==> config.mk <==
export PLATFORM = sky130hd
export DESIGN_NAME = pc_unit
export DESIGN_NICKNAME = d
export VERILOG_FILES = /design/src/rtl/pc_unit.sv
export SDC_FILE = /design/constraint.sdc
export NUM_CORES = 1
export LEC_CHECK = 0
export ABC_AREA = 1
export BUFFER_PORTS_ARGS = -buffer_cell sky130_fd_sc_hd__clkbuf_2
export CAP_MARGIN = 0
export CORE_MARGIN = 8
export CORE_UTILIZATION = 25
export CTS_CLUSTER_SIZE = 10
export DETAILED_ROUTE_END_ITERATION = 8
export PLACE_DENSITY = 0.42
export SLEW_MARGIN = 20
export SYNTH_ARGS = -nofsm -noshare
export SYNTH_HDL_FRONTEND = slang
export SYNTH_SLANG_ARGS = --single-unit
==> constraint.sdc <==
create_clock -name clk -period 2.8 [get_ports clk]
set_input_delay 0.42 -clock clk [delete_from_list [all_inputs] [get_ports clk]]
set_output_delay 0.42 -clock clk [all_outputs]
set_load 0.01 [all_outputs]
==> src/rtl/pc_unit.sv <==
// -----------------------------------------------------------------------------
// pc_unit : program counter with built-in circular return-address stack (RAS)
//
// Each cycle the next PC is chosen from one of four sources:
//   00 sequential step, 01 relative branch, 10 absolute jump, 11 return (pop).
// The PC and the RAS update only when C_PCWrite is high. C_Call pushes
// PC_OUT+STEP. When a return and a call happen together, the top entry is
// replaced. When the RAS is full it wraps and overwrites its oldest entry.
//
// Ports
//   clk, rst     clock, asynchronous active-high reset
//   C_PCWrite    update enable (0 = stall)
//   C_PCSrc      next-PC select
//   C_Call       push return address this update
//   BR_OFF       signed branch offset (OFF_W bits)
//   JMP_ADDR     absolute jump target
//   PC_OUT       registered current PC
//   PC_NEXT      combinational next-PC candidate
//   RAS_CNT      number of valid RAS entries
//   RAS_OVF      sticky: push while full
//   RAS_UNF      sticky: pop while empty
//   PC_MISALIGN  (PC_ALIGN_TRAP_EN only) sticky misaligned-target trap
//
// Optional feature macro: PC_ALIGN_TRAP_EN. When it is defined, an update
// whose target is not a multiple of STEP is suppressed and PC_MISALIGN is set.
// -----------------------------------------------------------------------------
module pc_unit #(
  parameter int PC_W         = 16,
  parameter int OFF_W        = 8,
  parameter int STEP         = 1,
  parameter int RESET_VECTOR = 0,
  parameter int RAS_DEPTH    = 4
) (
  input  logic                         clk,
  input  logic                         rst,
  input  logic                         C_PCWrite,
  input  logic [1:0]                   C_PCSrc,
  input  logic                         C_Call,
  input  logic [OFF_W-1:0]             BR_OFF,
  input  logic [PC_W-1:0]              JMP_ADDR,
  output logic [PC_W-1:0]              PC_OUT,
  output logic [PC_W-1:0]              PC_NEXT,
  output logic [$clog2(RAS_DEPTH):0]   RAS_CNT,
  output logic                         RAS_OVF,
  output logic                         RAS_UNF
`ifdef PC_ALIGN_TRAP_EN
  ,
  output logic                         PC_MISALIGN
`endif
);

  localparam int PTR_W = $clog2(RAS_DEPTH);
  localparam int CNT_W = PTR_W + 1;
  localparam logic [PC_W-1:0]  STEP_V = PC_W'(STEP);
  localparam logic [PC_W-1:0]  RST_V  = PC_W'(RESET_VECTOR);
  localparam logic [CNT_W-1:0] FULL_V = CNT_W'(RAS_DEPTH);

  typedef enum logic [1:0] {
    SRC_SEQ = 2'b00,
    SRC_BR  = 2'b01,
    SRC_JMP = 2'b10,
    SRC_RET = 2'b11
  } src_t;

  // Saturating increment: the count sticks at the depth while the pointer wraps.
  function automatic logic [CNT_W-1:0] sat_inc(input logic [CNT_W-1:0] c);
    return (c == FULL_V) ? c : c + CNT_W'(1);
  endfunction

  logic [PC_W-1:0]          ras [RAS_DEPTH];
  logic [PTR_W-1:0]         tos;
  logic [PTR_W-1:0]         tos_n;
  logic [CNT_W-1:0]         cnt_n;
  logic                     ovf_n;
  logic                     unf_n;
  logic                     wr_en;
  logic [PTR_W-1:0]         wr_idx;
  logic [PC_W-1:0]          ret_addr;
  logic [PC_W-1:0]          top;
  logic signed [OFF_W-1:0]  off_s;
  logic signed [PC_W-1:0]   off_ext;
  logic                     empty;
  logic                     full;
  logic                     is_ret;
  logic                     upd;
  src_t                     src;

  assign src      = src_t'(C_PCSrc);
  assign is_ret   = (src == SRC_RET);
  assign empty    = (RAS_CNT == '0);
  assign full     = (RAS_CNT == FULL_V);
  assign ret_addr = PC_OUT + STEP_V;
  assign top      = ras[tos];
  assign off_s    = BR_OFF;
  assign off_ext  = PC_W'(off_s);

  always_comb begin
    PC_NEXT = ret_addr;
    case (src)
      SRC_SEQ: PC_NEXT = ret_addr;
      SRC_BR:  PC_NEXT = PC_OUT + off_ext;
      SRC_JMP: PC_NEXT = JMP_ADDR;
      SRC_RET: PC_NEXT = empty ? RST_V : top;
      default: PC_NEXT = ret_addr;
    endcase
  end

`ifdef PC_ALIGN_TRAP_EN
  logic misalign;
  assign misalign = (PC_NEXT % STEP_V) != '0;
  // A misaligned target blocks the whole update, RAS included.
  assign upd = C_PCWrite && !misalign;

  always_ff @(posedge clk or posedge rst) begin
    if (rst) begin
      PC_MISALIGN <= 1'b0;
    end else if (C_PCWrite && misalign) begin
      PC_MISALIGN <= 1'b1;
    end
  end
`else
  assign upd = C_PCWrite;
`endif

  // RAS next-state: tos always indexes the newest entry.
  always_comb begin
    tos_n  = tos;
    cnt_n  = RAS_CNT;
    ovf_n  = RAS_OVF;
    unf_n  = RAS_UNF;
    wr_en  = 1'b0;
    wr_idx = tos;
    if (upd) begin
      if (is_ret) begin
        if (empty) unf_n = 1'b1;
        if (C_Call) begin
          // Pop and push together: overwrite the top in place.
          wr_en  = 1'b1;
          wr_idx = tos;
          if (empty) cnt_n = CNT_W'(1);
        end else if (!empty) begin
          tos_n = tos - PTR_W'(1);
          cnt_n = RAS_CNT - CNT_W'(1);
        end
      end else if (C_Call) begin
        // When full, tos+1 is the oldest slot, so wrapping overwrites it.
        wr_en  = 1'b1;
        wr_idx = tos + PTR_W'(1);
        tos_n  = tos + PTR_W'(1);
        cnt_n  = sat_inc(RAS_CNT);
        if (full) ovf_n = 1'b1;
      end
    end
  end

  // Stage boundary: control state (PC, pointer, count, flags) under reset.
  always_ff @(posedge clk or posedge rst) begin
    if (rst) begin
      PC_OUT  <= RST_V;
      tos     <= '0;
      RAS_CNT <= '0;
      RAS_OVF <= 1'b0;
      RAS_UNF <= 1'b0;
    end else begin
      tos     <= tos_n;
      RAS_CNT <= cnt_n;
      RAS_OVF <= ovf_n;
      RAS_UNF <= unf_n;
      if (upd) PC_OUT <= PC_NEXT;
    end
  end

  // Stage boundary: RAS storage, data only, no reset.
  always_ff @(posedge clk) begin
    if (wr_en) ras[wr_idx] <= ret_addr;
  end

endmodule

==> impl_results.md <==
- Synth area leaders: edfxtp_1 37%, nand2_1 16%, dfrtp_1 11%, nand3_1 7.0%, inv_1 5.8%
- DR vias: 4,522
- Die footprint: about 26,000 µm²
- Measured slew at the worst slew-check pin: between 0.5 and 0.6 ns
- PD cells: 895 nW/µm²
- Achievable frequency: 373 MHz
- Core box area: 20,800 µm²
- Crit path required time: 2.38 ns
- Max Buffers Root-to-Sink: 2
- Most frequent CP cell: nand3_1
- Synthesized area: 5220 µm²
- Outcome: completed
- CP max FO: 4
- Ports: 67
- Leak: around 0.003 µW
- Worst VDD drop: 0.299 mV
- Vias in the first global route: between 4,000 and 5,000
- # nets final: 779
- Number of cell rows: 53
- Crit end category: output pin
- Top-area cell type share of the netlist area: 0.368
- Critical Path AT: 2.26 ns
- CTS tree: built
- Post-synthesis mux area share: 0.00192
- Period utilization: 0.957
- Pins Over Slew Limit: 0
- CTS H-tree depth: 3
- Min Tclk post-route: 2.68 ns
- Synth Area in XOR/XNOR: 0.0268
- Final setup fails: 0
- Residual DRC count: 0
- Largest net degree at the start of global routing: 24
- Async SR Flop Fraction: 0.264
- Worst r2r path cells: 8
- Total clock sinks: between 80 and 90
- Sequential fraction of the synthesis area: 0.478
- Initial Util: 0.252
- CP peak stage delay: 0.37 ns
- Flops & latches, synth: 87
- Post-synthesis compound-gate area fraction: 0.0671
- Final Worst Setup Slack: ~0.12 ns
- Port Buffers: 66
- Hold Fails Final Rpt: 0
- Die Ht: 161 µm
- DP Worst Slack: 0.229 ns
- Initial antenna violation count: 0
- First-pass GRT wire length: 26.4 mm
- CP cell instances: ha_2, inv_1, fa_1, inv_2, nand3_1, nand3_2, a21oi_1, or2_2, nand3_1, nand3_1, clkbuf_2
- Largest family of logic cells by synthesized area: simple AND/OR/NAND/NOR gates
- Worst-Skew Late Latency: around 0.34 ns
- GRT overflow: 0
- WL/cell: about 16 µm
- Critical path type: reg -> out
- Max_cap viols: 0
- Top FF cell, synth: edfxtp_1
- Net count after synthesis: 695
- Initial DRC count: roughly 260
- Layout overhead on the synthesized area: 22.8%
- Placed cell count: just under 1,000
- Share of cells above drive strength 1: 0.186
- Diode count: 0
- GP Congestion: 0.849
- Yosys cell types: 40
- Adder-cell share of the synthesized area: 0.0518
- Gate Count Post-Synth: 644
- CP Launch Type: register
- CTS Buf Count: 9
- Ys Warns: 0
- Vias per cell: 4.49
- Slowest CP cell: fa_1
- Total of fill cells in the finished design: 2,180
- Synth Area in Simple Gates: 0.297
- Slew HR: 0.608
- Avg Inst Size Synth: 8.11 µm²
- Post-synth EDFFs: 64
- DRT Wirelength: 16.5 mm
- Final std cells w/o fill: 1,008
- Root Driver: clkbuf_16
- Antenna violation net count after detailed routing: 0
- Largest area contributor in the netlist: edfxtp_1
- Die X: 161 µm
- DR pass1 iterations: 4
- Setup Skew: 0.00783 ns
- Dpl hpwl: 12.7 mm
- GRT Resource Usage Total: 0.130
- RSZ-0062 raised after global routing: yes
- Worst hold path class: in -> async
- Flop-to-flop setup slack: 0.66 ns
- Worst-path clk slew: 0.07 ns
## flip-flops by register name, summed over array words and instances, names as in the netlist
name	flops
RAS_UNF	1
ras	64
PC_OUT	16
tos	2
RAS_OVF	1
RAS_CNT	3
## layer usage
layer / up-vias / GRT usage / wire (µm)
met5: - / 0 / 0
met1: 2169 / 0.160 / 7450
li1: 2281 / - / -
met2: 61 / 0.236 / 8530
met4: 0 / 0.0365 / 194
met3: 11 / 0.0141 / 318
## critical path, delay by kind of cell (launching register included)
kind                       cells  cell delay, ns
AOI/OAI and AO/OA              1            0.08
adders and majority gates      2            0.58
buffers and inverters          3            0.29
DFF                            1            0.35
and+or+nand+nor                5            0.61
## final timing paths
kind,startpoint,end
worst max register to register,tos[0]$_DFFE_PP0P_,ras[1][12]$_DFFE_PP_
worst max-delay path,PC_OUT[0]$_DFFE_PP0P_,PC_NEXT[8]
min in group clk,C_PCWrite,RAS_UNF$_DFFE_PP0P_
worst min register to register,RAS_UNF$_DFFE_PP0P_,RAS_UNF$_DFFE_PP0P_
worst min-delay path,rst,RAS_CNT[2]$_DFFE_PP0P_
max in group asynchronous,rst,PC_OUT[12]$_DFFE_PP0P_
## logic make-up after synthesis
group                    after synthesis
XOR/XNOR                              16
buffers and inverters                101
adder cells (fa/ha/maj)               21
flip-flops                            87
AO/OA/AOI/OAI                         57
AND/OR/NAND/NOR                      361
multiplexers                           1
## layout make-up
| class | count | area, µm² | share of cell area |
|---|---|---|---|
| clock inverters | 7 | 95.1 | 0.0148 |
| clock buffers | 9 | 225 | 0.0351 |
| flip-flops and latches | 87 | 2500 | 0.390 |
| multi-input cells | 456 | 2400 | 0.374 |
| well taps | 275 | 344 | 0.0537 |
| repair buffers | 91 | 538 | 0.0839 |
| inverters | 83 | 312 | 0.0486 |
## cell usage after synthesis, types with 2 or more instances
| library cell | instances |
|---|---|
| buf_2 | 8 |
| xor2_1 | 12 |
| nand3b_1 | 5 |
| ha_1 | 20 |
| o31ai_1 | 4 |
| o21ai_0 | 27 |
| o22ai_1 | 4 |
| nor2_1 | 34 |
| dfrtp_1 | 23 |
| nand2_1 | 219 |
| clkbuf_1 | 7 |
| a21oi_1 | 12 |
| inv_1 | 81 |
| nand3_1 | 73 |
| nor3_1 | 9 |
| xnor2_1 | 4 |
| nand4_1 | 4 |
| edfxtp_1 | 64 |
| and2_1 | 4 |
| a21o_1 | 2 |
| o311ai_1 | 2 |
| or2_2 | 7 |
| buf_4 | 2 |
## stage by stage
step	total power [µW]	setup TNS, ns	util	instance area (µm²)	hold slack (ns)
after floorplan	3480	0	-	5220	0.422
final	5740	0	0.309	6410	0.127
after global placement	4400	0	0.288	5980	0.450
after detailed placement	4420	0	0.288	5980	0.445
after CTS	5740	0	0.304	6300	0.332
after global routing	6180	-0.0760	0.309	6410	0.171
## report_power, final
part           switching, µW  internal, µW  leakage (µW)
clock network            513           785      0.000156
registers                172          1710      0.000866
logic                   1660           890       0.00191
total                   2350          3390       0.00293
## what timing repair did
item | in CTS | in global routing
hold buffers | 0 | 0
setup buffers | 0 | 2
pin swaps | 0 | 3
setup endpoints to repair | 2 | 14
resized for setup | 2 | 21
## cells in the final DEF, fill, tap and decap left out, drive strengths merged
cell type,instances
a2111oi,1
a21o,2
a21oi,12
a221oi,1
a22oi,1
a31o,1
and2,4
buf,25
bufinv,2
clkbuf,75
clkinv,3
clkinvlp,1
dfrtp,23
edfxtp,64
fa,1
ha,20
inv,84
mux2i,1
nand2,220
nand3,74
nand3b,5
nand4,4
nor2,35
nor3,10
nor3b,1
o211ai,1
o21a,1
o21ai,27
o22ai,4
o311ai,2
o31ai,4
or2,8
xnor2,4
xor2,12
Note: power is estimated with default switching activity, not from simulation.
